$ cat src/rtl/event_det_pkg.sv
// Shared definitions for the multi-channel event detector.
//   EDGE_*  : per-channel edge-select codes carried on the mode bus
//   clog2   : bits needed to hold values 0 .. value-1, used to size the filter counter
package event_det_pkg;

  localparam logic [1:0] EDGE_OFF  = 2'b00;
  localparam logic [1:0] EDGE_RISE = 2'b01;
  localparam logic [1:0] EDGE_FALL = 2'b10;
  localparam logic [1:0] EDGE_BOTH = 2'b11;

  function automatic int clog2(input int value);
    int bits;
    bits = 0;
    for (int i = 0; i < 31; i++) begin
      if ((1 << i) < value) bits = i + 1;
    end
    return bits;
  endfunction

endpackage

$ cat src/rtl/event_det_channel.sv
// One detector channel: synchroniser, glitch filter, edge detect, sticky
// pending flag and saturating event counter.
// Ports:
//   clk      in   rising-edge clock
//   reset    in   synchronous active-high reset
//   data     in   asynchronous raw input
//   mode     in   edge select (off / rise / fall / both)
//   clear    in   write-1-clear strobe for pending and count
//   evt      out  one-cycle registered pulse per qualifying filtered edge
//   pending  out  sticky flag set by evt
//   count    out  saturating event count
module event_det_channel
  import event_det_pkg::*;
#(
  parameter int SYNC_STAGES   = 2,
  parameter int FILTER_CYCLES = 3,
  parameter int CNT_W         = 8
) (
  input  logic             clk,
  input  logic             reset,
  input  logic             data,
  input  logic [1:0]       mode,
  input  logic             clear,
  output logic             evt,
  output logic             pending,
  output logic [CNT_W-1:0] count
);

  localparam int                FILT_W    = (clog2(FILTER_CYCLES) < 1) ? 1 : clog2(FILTER_CYCLES);
  localparam logic [FILT_W-1:0] FILT_LAST = FILT_W'(FILTER_CYCLES - 1);
  localparam logic [CNT_W-1:0]  CNT_MAX   = '1;

  logic [SYNC_STAGES-1:0] sync_q;
  logic                   filt;
  logic                   filt_d;
  logic [FILT_W-1:0]      filt_cnt;
  logic                   rise;
  logic                   fall;
  logic                   hit;

  // NOTE: every combinational output gets a default before the case so no
  // path leaves it unassigned and no latch is inferred.
  always_comb begin
    rise = filt & ~filt_d;
    fall = ~filt & filt_d;
    hit  = 1'b0;
    case (mode)
      EDGE_RISE: hit = rise;
      EDGE_FALL: hit = fall;
      EDGE_BOTH: hit = rise | fall;
      default:   hit = 1'b0;
    endcase
  end

  // NOTE: state is updated with non-blocking assignments so every register
  // samples the pre-edge values of its neighbours (the sync chain shifts
  // correctly and filt_d really is last cycle's filt).
  always_ff @(posedge clk) begin
    if (reset) begin
      // NOTE: the synchroniser chain is reset too, so a level seen before
      // reset cannot leak into the filter as a stale edge after release.
      sync_q   <= '0;
      filt     <= 1'b0;
      filt_d   <= 1'b0;
      filt_cnt <= '0;
      evt      <= 1'b0;
      pending  <= 1'b0;
      count    <= '0;
    end else begin
      sync_q <= {sync_q[SYNC_STAGES-2:0], data};
      filt_d <= filt;

      // Filtered level only follows the synchronised input after it has
      // disagreed for FILTER_CYCLES consecutive samples.
      if (sync_q[SYNC_STAGES-1] != filt) begin
        if (filt_cnt == FILT_LAST) begin
          filt     <= ~filt;
          filt_cnt <= '0;
        end else begin
          filt_cnt <= filt_cnt + FILT_W'(1);
        end
      end else begin
        filt_cnt <= '0;
      end

      evt <= hit;

      // A clear and an event in the same cycle: clear first, then count the event.
      if (hit)        pending <= 1'b1;
      else if (clear) pending <= 1'b0;

      if (clear)                         count <= hit ? CNT_W'(1) : '0;
      else if (hit && count != CNT_MAX)  count <= count + CNT_W'(1);
    end
  end

endmodule

$ cat src/rtl/multi_channel_event_detector.sv
// NUM_CH independent event-detector channels plus a shared, maskable IRQ.
// Ports:
//   clk        in   rising-edge clock
//   reset      in   synchronous active-high reset
//   i_Data     in   NUM_CH asynchronous event inputs
//   i_Mode     in   2 bits per channel at [2c+1:2c]: off / rise / fall / both
//   i_Clear    in   per-channel write-1-clear of pending flag and count
//   i_Irq_En   in   per-channel IRQ enable mask
//   o_Event    out  one-cycle pulse per detected edge
//   o_Pending  out  sticky per-channel event flags
//   o_Count    out  saturating counts, channel c at [CNT_W*c +: CNT_W]
//   o_Irq      out  registered OR of enabled pending flags
module multi_channel_event_detector
  import event_det_pkg::*;
#(
  parameter int NUM_CH        = 4,
  parameter int SYNC_STAGES   = 2,
  parameter int FILTER_CYCLES = 3,
  parameter int CNT_W         = 8
) (
  input  logic                    clk,
  input  logic                    reset,
  input  logic [NUM_CH-1:0]       i_Data,
  input  logic [2*NUM_CH-1:0]     i_Mode,
  input  logic [NUM_CH-1:0]       i_Clear,
  input  logic [NUM_CH-1:0]       i_Irq_En,
  output logic [NUM_CH-1:0]       o_Event,
  output logic [NUM_CH-1:0]       o_Pending,
  output logic [CNT_W*NUM_CH-1:0] o_Count,
  output logic                    o_Irq
);

  for (genvar c = 0; c < NUM_CH; c++) begin : g_ch
    event_det_channel #(
      .SYNC_STAGES   (SYNC_STAGES),
      .FILTER_CYCLES (FILTER_CYCLES),
      .CNT_W         (CNT_W)
    ) u_channel (
      .clk     (clk),
      .reset   (reset),
      .data    (i_Data[c]),
      .mode    (i_Mode[2*c +: 2]),
      .clear   (i_Clear[c]),
      .evt     (o_Event[c]),
      .pending (o_Pending[c]),
      .count   (o_Count[CNT_W*c +: CNT_W])
    );
  end

  // IRQ follows the registered pending flags, so it trails o_Pending by one cycle.
  always_ff @(posedge clk) begin
    if (reset) o_Irq <= 1'b0;
    else       o_Irq <= |(o_Pending & i_Irq_En);
  end

endmodule
$ cat config.mk
export PLATFORM = sky130hd
export DESIGN_NAME = multi_channel_event_detector
export DESIGN_NICKNAME = d
export VERILOG_FILES = /design/src/rtl/event_det_pkg.sv /design/src/rtl/event_det_channel.sv /design/src/rtl/multi_channel_event_detector.sv
export SDC_FILE = /design/constraint.sdc
export NUM_CORES = 1
export LEC_CHECK = 0
export CAP_MARGIN = 20
export CORE_ASPECT_RATIO = 1.1
export CORE_MARGIN = 3
export CORE_UTILIZATION = 45
export CTS_BUF_LIST = sky130_fd_sc_hd__clkbuf_8 sky130_fd_sc_hd__clkbuf_16
export CTS_CLUSTER_DIAMETER = 80
export CTS_CLUSTER_SIZE = 14
export DETAILED_ROUTE_END_ITERATION = 10
export GPL_TIMING_DRIVEN = 0
export HOLD_SLACK_MARGIN = 0.03
export PLACE_DENSITY = 0.75
export SLEW_MARGIN = 20
export SYNTH_ARGS = -nofsm -noshare
export SYNTH_HDL_FRONTEND = slang
export SYNTH_SLANG_ARGS = --single-unit
$ cat constraint.sdc
create_clock -name clk -period 1.9 [get_ports clk]
set_clock_uncertainty 0.15 [all_clocks]
set_input_delay 0.38 -clock clk [delete_from_list [all_inputs] [get_ports clk]]
set_output_delay 0.38 -clock clk [all_outputs]
set_load 0.05 [all_outputs]
==> results.cfg, run 1 <==
[outcome]
status = complete, no violations

[global_routing]
grt_max_degree = 11
grt_pass1_wl_mm = 9.72
grt_pass1_vias = 2245
antenna_found_initial = 0
grt_overflow = 0
grt_usage_pct = 16.6

[timing]
whs_ns = 0.263
final-max-slew-violation-count = 0
fmax_mhz = 530
tightestPinTransition_ns = 0.499
fin_crit_sh_pct = 99.3
rsz0062_at_grt = true
period_needed_ns = 1.89
tns_ns = 0
setup_viol = 0
finalHoldViolCount = 0
relSlewSlack_pct = 66.8

[worst_setup_path]
cp_data_arrival_time_ns = 1.99
start_kind = primary input
cp.required_ns = 2.00
cp-end-kind = register
ff2ff_setup_slack_ns = 0.02
path_class = in2reg
path_max_fanout = 7

[clock_tree]
cts.sinks = 65
cts_max_level = 3
clock_path_buffers = 2
cts_tree = yes
holdBufCountCts = 0
clk_latency_ns = 0.33
clk_pin_slew_ns = 0.06
cts_root_buf = clkbuf_8
cts_buffers = 9

[power_and_ir_drop]
p_sw_mw = 0.613
switching_share_pct = 23.5
total_power_mw = 2.61
clockPowerShare_pct = 39.2
p_leak_nw = 1.60
powerDensity_nw_per_um2 = 650
internal_power_mw = 2.00
ir_drop_mv = 0.405
seqPwrFrac_pct = 53.1
pwr-share-comb_pct = 7.6

[floorplanning]
ioPinCount = 63
core_area_um2 = 6230
rows = 30
die_w_um = 82.7
start_util_pct = 46.8
die_y_um = 90.4
dieArea_um2 = 7480

[finish]
final_cells = 488
final_util_pct = 64.4
n_antenna_cell = 0
syn_to_final_growth_pct = 37.8
fin_nets = 441
drive_gt1_share_pct = 20.8

[placement]
dp_cells = 463
gp_congestion = 0.810
hpwlAfterDp_mm = 4.28
portBuffers = 62

[synth]
yosys.area.top_type = dfxtp_1
synth_seq_cells = 65
ys_types = 46
synth_area_leaders = dfxtp_1, ha_1, nor2_1
synth_area_um2 = 2910
yosysSeqAreaShare_pct = 44.7
async_flop_share_pct = 0
synthCells = 321
synth_ff_type = dfxtp_1
syn_avg_cell_area_um2 = 9.08
synth_fp_nets = 359
synth_top_area_share_pct = 44.7
synth_warnings = 0
synth-edff-count = 0

[worst_hold_path]
hold_path.class = reg2reg

[run]
cap_violations = 0

[routing]
drtIter0Drc = 68
num_vias = 2521
wl_mm = 6.46
wl_per_cell_um = 13.2
avgViaCountPerCell = 5.17
ant_nets = 0
drt-pass1-iter-count = 5
drcViolationCount = 0
layout by cell type, fill, tap and decap left out, types with 3 or more instances in the layout:
cell | netlist | routed
a211oi_1 | 5 | 4
a21oi_1 | 13 | 12
a31oi_1 | 4 | 3
a31oi_4 | 2 | 5
buf_4 | 8 | 15
clkbuf_1 | 5 | 3
clkbuf_2 | 0 | 6
clkbuf_8 | 0 | 11
clkdlybuf4s15_1 | 0 | 6
clkdlybuf4s50_1 | 0 | 20
clkinv_2 | 0 | 3
dfxtp_1 | 65 | 50
dfxtp_2 | 0 | 12
dfxtp_4 | 0 | 3
dlygate4sd2_1 | 0 | 31
ha_1 | 16 | 13
ha_4 | 0 | 3
inv_1 | 21 | 22
mux2i_1 | 7 | 7
nand2_1 | 14 | 12
nand3_1 | 10 | 10
nor2_1 | 46 | 44
nor2b_1 | 11 | 11
nor3_1 | 10 | 10
nor4_1 | 6 | 3
nor4_2 | 0 | 3
o21ai_0 | 8 | 8
or2_2 | 5 | 4
or3_1 | 5 | 5
xnor2_1 | 14 | 14
layout make-up:
type,count,area [µm²]
inverters,21,81.3
flip-flops and latches,65,1330
repair buffers,70,628
multi-input cells,220,1600
well taps,80,100
fillers,555,2220
clock inverters,5,22.5
plain buffers,16,101
clock buffers,11,151
final timing paths:
path,startpoint,end,depth (start not counted)
worst max-delay path,i_Mode[6],g_ch[3].u_channel.count[0],6
worst min-delay path,g_ch[2].u_channel.filt_cnt[0],g_ch[2].u_channel.filt_cnt[0],1
worst max register to register,g_ch[3].u_channel.filt,g_ch[3].u_channel.count[0],7
worst min register to register,g_ch[2].u_channel.filt_cnt[0],g_ch[2].u_channel.filt_cnt[0],1
metal layers:
layer  vias to the layer above  wire length (µm)  global-route usage, %
met1                      1177              2960                   21.4
met4                         0                91                   7.90
li1                       1271                 -                      -
met2                        66              3110                   26.1
met5                         -                 0                      0
met3                         7               296                   3.39
cells by family (layout without fill, tap and decap cells):
logic type	count (synthesis)	in the layout	share of synthesized area, %
AOI/OAI and AO/OA	49	50	11.7
xor gates and xnor gates	14	14	4.21
adders and majority gates	16	16	6.87
buffers and inverters	37	123	5.84
DFF	65	65	44.7
muxes	8	8	2.79
and+or+nand+nor	132	132	23.9
flip-flops by register name (all words and copies together), names as in the netlist:
name                     flops
g_ch.u_channel.filt_d        4
g_ch.u_channel.sync_q        8
g_ch.u_channel.filt          4
g_ch.u_channel.filt_cnt      8
o_Irq                        1
g_ch.u_channel.evt           4
g_ch.u_channel.count        32
g_ch.u_channel.pending       4
power groups by stage:
stage	Combinational [mW]	Clock, mW	Sequential [mW]
after floorplan	0.0871	0	1.43
after global placement	0.180	0	1.42
after detailed placement	0.183	0	1.42
after CTS	0.186	1.05	1.39
after global routing	0.214	1.11	1.39
final	0.199	1.02	1.39
cells in the mapped netlist (3+ instances only):
| master | n |
|---|---|
| dfxtp_1 | 65 |
| nor2_1 | 46 |
| inv_1 | 21 |
| ha_1 | 16 |
| nand2_1 | 14 |
| xnor2_1 | 14 |
| a21oi_1 | 13 |
| nor2b_1 | 11 |
| nand3_1 | 10 |
| nor3_1 | 10 |
| buf_4 | 8 |
| o21ai_0 | 8 |
| mux2i_1 | 7 |
| nor4_1 | 6 |
| a211oi_1 | 5 |
| clkbuf_1 | 5 |
| or2_2 | 5 |
| or3_1 | 5 |
| a31oi_1 | 4 |
| nor4b_1 | 4 |
| and3b_1 | 3 |
| nor3b_1 | 3 |
per-stage QoR:
stage                     worst slack, ns  area, µm²
after floorplan                  -0.00917       2930
after global placement             -0.695       3650
after detailed placement           -0.698       3650
after CTS                         0.00141       3850
after global routing              -0.0357       4020
final                              0.0131       4020
critical path, cell delays in order:
cell             delay (ns)
clkdlybuf4s50_1        0.46
or2_4                  0.28
a31oi_4                0.32
a31oi_4                0.05
or3b_1                 0.36
a21oi_1                0.13
repair_timing:
| action | CTS | global route |
|---|---|---|
| gates cloned | 0 | 1 |
| endpoints found under the setup margin | 70 | 34 |
| setup buffers | 6 | 2 |
| hold endpoints to repair | 0 | 0 |
| pin swaps | 4 | 13 |
| gates resized for setup | 53 | 46 |
No activity file was read; power rests on OpenSTA's default activity.
==> run 2: changes to the inputs <==
--- a/config.mk
+++ b/config.mk
@@ -8,14 +8,14 @@
 export CAP_MARGIN = 20
 export CORE_ASPECT_RATIO = 1.1
 export CORE_MARGIN = 3
-export CORE_UTILIZATION = 45
+export CORE_UTILIZATION = 35
 export CTS_BUF_LIST = sky130_fd_sc_hd__clkbuf_8 sky130_fd_sc_hd__clkbuf_16
 export CTS_CLUSTER_DIAMETER = 80
 export CTS_CLUSTER_SIZE = 14
 export DETAILED_ROUTE_END_ITERATION = 10
 export GPL_TIMING_DRIVEN = 0
 export HOLD_SLACK_MARGIN = 0.03
-export PLACE_DENSITY = 0.75
+export MAX_ROUTING_LAYER = met4
 export SLEW_MARGIN = 20
 export SYNTH_ARGS = -nofsm -noshare
 export SYNTH_HDL_FRONTEND = slang
==> constraint.sdc (replaced) <==
create_clock -name clk -period 1.94 [get_ports clk]
set_clock_uncertainty 0.15 [all_clocks]
set_input_delay 0.388 -clock clk [delete_from_list [all_inputs] [get_ports clk]]
set_output_delay 0.388 -clock clk [all_outputs]
set_load 0.05 [all_outputs]
==> results.cfg, run 2 (synthesis gave the netlist of run 1 again) <==
[worst_setup_path]
cp_data_arrival_time_ns = 1.97
timing.rr.end = g_ch[3].u_channel.count[0]
crit_chain = clkdlybuf4s50_1, and3b_1, a31oi_4, a31oi_4, or3b_1, a21oi_2
cp_slowest_cell = clkdlybuf4s50_1
cp_common_cell = a31oi_4
r2r_cells = 7
cpPeakStageDelay_ns = 0.52
cp.required_ns = 2.03
r2r_start = g_ch[3].u_channel.filt
start_kind = primary input
setup.worst_path.start = i_Mode[7]
path_max_fanout = 5
path_class = in2reg
ff2ff_setup_slack_ns = 0.06
cp-end-kind = register

[clock_tree]
clk_pin_slew_ns = 0.06
cts_max_level = 3
cts_buffers = 9
clk_latency_ns = 0.32
cts.sinks = 65
cts_tree = yes
cts_root_buf = clkbuf_8
clock_path_buffers = 2

[outcome]
status = complete, no violations

[routing]
drt-pass1-iter-count = 4
ant_nets = 0
drcViolationCount = 0
avgViaCountPerCell = 4.84
wl_per_cell_um = 12.2
wl_mm = 6.21
drtIter0Drc = 64
num_vias = 2467

[timing]
rsz0062_at_grt = true
relSlewSlack_pct = 64.2
fmax_mhz = 533
final-max-slew-violation-count = 0
period_needed_ns = 1.88
tightestPinTransition_ns = 0.538
setup_ws_ns = 0.0649
whs_ns = 0.259
fin_crit_sh_pct = 96.7
setup_viol = 0
finalHoldViolCount = 0

[global_routing]
grt_max_degree = 11
grt_pass1_vias = 2223
grt_usage_pct = 13.6
grtUsageMet1_pct = 16.5
grt_pass1_wl_mm = 10.0
antenna_found_initial = 0
use_met2_pct = 22.1
busiest_layer = met2
grt_overflow = 0
met3_usage_pct = 2.53

[power_and_ir_drop]
ir_drop_mv = 0.335
p_leak_nw = 1.56
powerDensity_nw_per_um2 = 633

[floorplanning]
ioPinCount = 63
die_y_um = 102
core_area_um2 = 8000
die_w_um = 93
rows = 34
start_util_pct = 36.4
dieArea_um2 = 9460

[finish]
n_antenna_cell = 0
top_regs = g_ch.u_channel.count x32, g_ch.u_channel.filt_cnt x8, g_ch.u_channel.sync_q x8
top_register = g_ch.u_channel.count
fillers = 822
layout_commonest_cell = dfxtp_1
largest_reg_flops = 32
final_cell_mix = dfxtp_1, nor2_1, dlygate4sd2_1
fin_nets = 438
syn_to_final_growth_pct = 33.8
drive_gt1_share_pct = 15.4

[placement]
portBuffers = 62
hpwlAfterDp_mm = 4.54
preCtsSetupSlack_ns = -0.704
gp_congestion = 0.826

[worst_hold_path]
min-delay-start = g_ch[0].u_channel.filt_cnt[0]
hold_path.class = reg2reg
hold-path-endpoint = g_ch[0].u_channel.filt_cnt[0]
whs_path_depth = 1

[run]
cap_violations = 0
run 2: final cells by class:
class | count | area [µm²] | area share, %
buffer | 16 | 97.6 | 2.50
clock buffer | 10 | 138 | 3.53
clock inverter | 3 | 12.5 | 0.321
inverter | 21 | 78.8 | 2.02
multi-input combinational | 219 | 1510 | 38.6
sequential | 65 | 1320 | 33.8
tap | 108 | 135 | 3.46
timing repair buffer | 68 | 617 | 15.8
run 2: how the worst max path moves through the flow:
stage	to	slack [ns]	cells past startpoint
2_1_floorplan	g_ch[3].u_channel.count[0]	0.003	5
6_report	g_ch[3].u_channel.count[0]	0.06	6
4_1_cts	g_ch[3].u_channel.filt	0.002	5
3_5_place_dp	g_ch[1].u_channel.filt	-0.70	5
5_1_grt	g_ch[1].u_channel.count[3]	-0.02	7
3_3_place_gp	g_ch[3].u_channel.evt	-0.67	5
run 2: power by group:
group	total [mW]	switching, mW	internal (mW)	leakage [nW]
Clock	0.920	0.454	0.466	0.0865
Combinational	0.185	0.0979	0.0873	0.946
Sequential	1.36	0.0104	1.35	0.532
run 2: layer usage:
metal	up-vias	share of wire, %
met5	-	0
met1	1150	47
met3	9	3.9
met2	43	48
li1	1265	-
met4	0	1.7
run 2: worst max-delay path, delay by kind of cell:
kind	cells	cell delay, ns
buffers and inverters	1	0.52
AO/OA/AOI/OAI	3	0.44
AND/OR/NAND/NOR	2	0.61
run 2: timing repair:
item	in CTS	in global routing
pin swaps	1	5
endpoints found under the setup margin	66	35
setup buffers	2	4
resized for setup	47	21
hold buffers	0	0
run 2: per-stage QoR:
stage                     util, %  power (mW)  area [µm²]  std cells  TNS, ns
after floorplan                 -        1.49        2920        321        0
after global placement       46.0        1.57        3680        491   -16.61
after detailed placement     46.0        1.58        3680        491   -18.28
after CTS                    47.6        2.51        3810        506        0
after global routing         48.8        2.57        3900        510  -0.0178
final                        48.8        2.47        3900        510        0
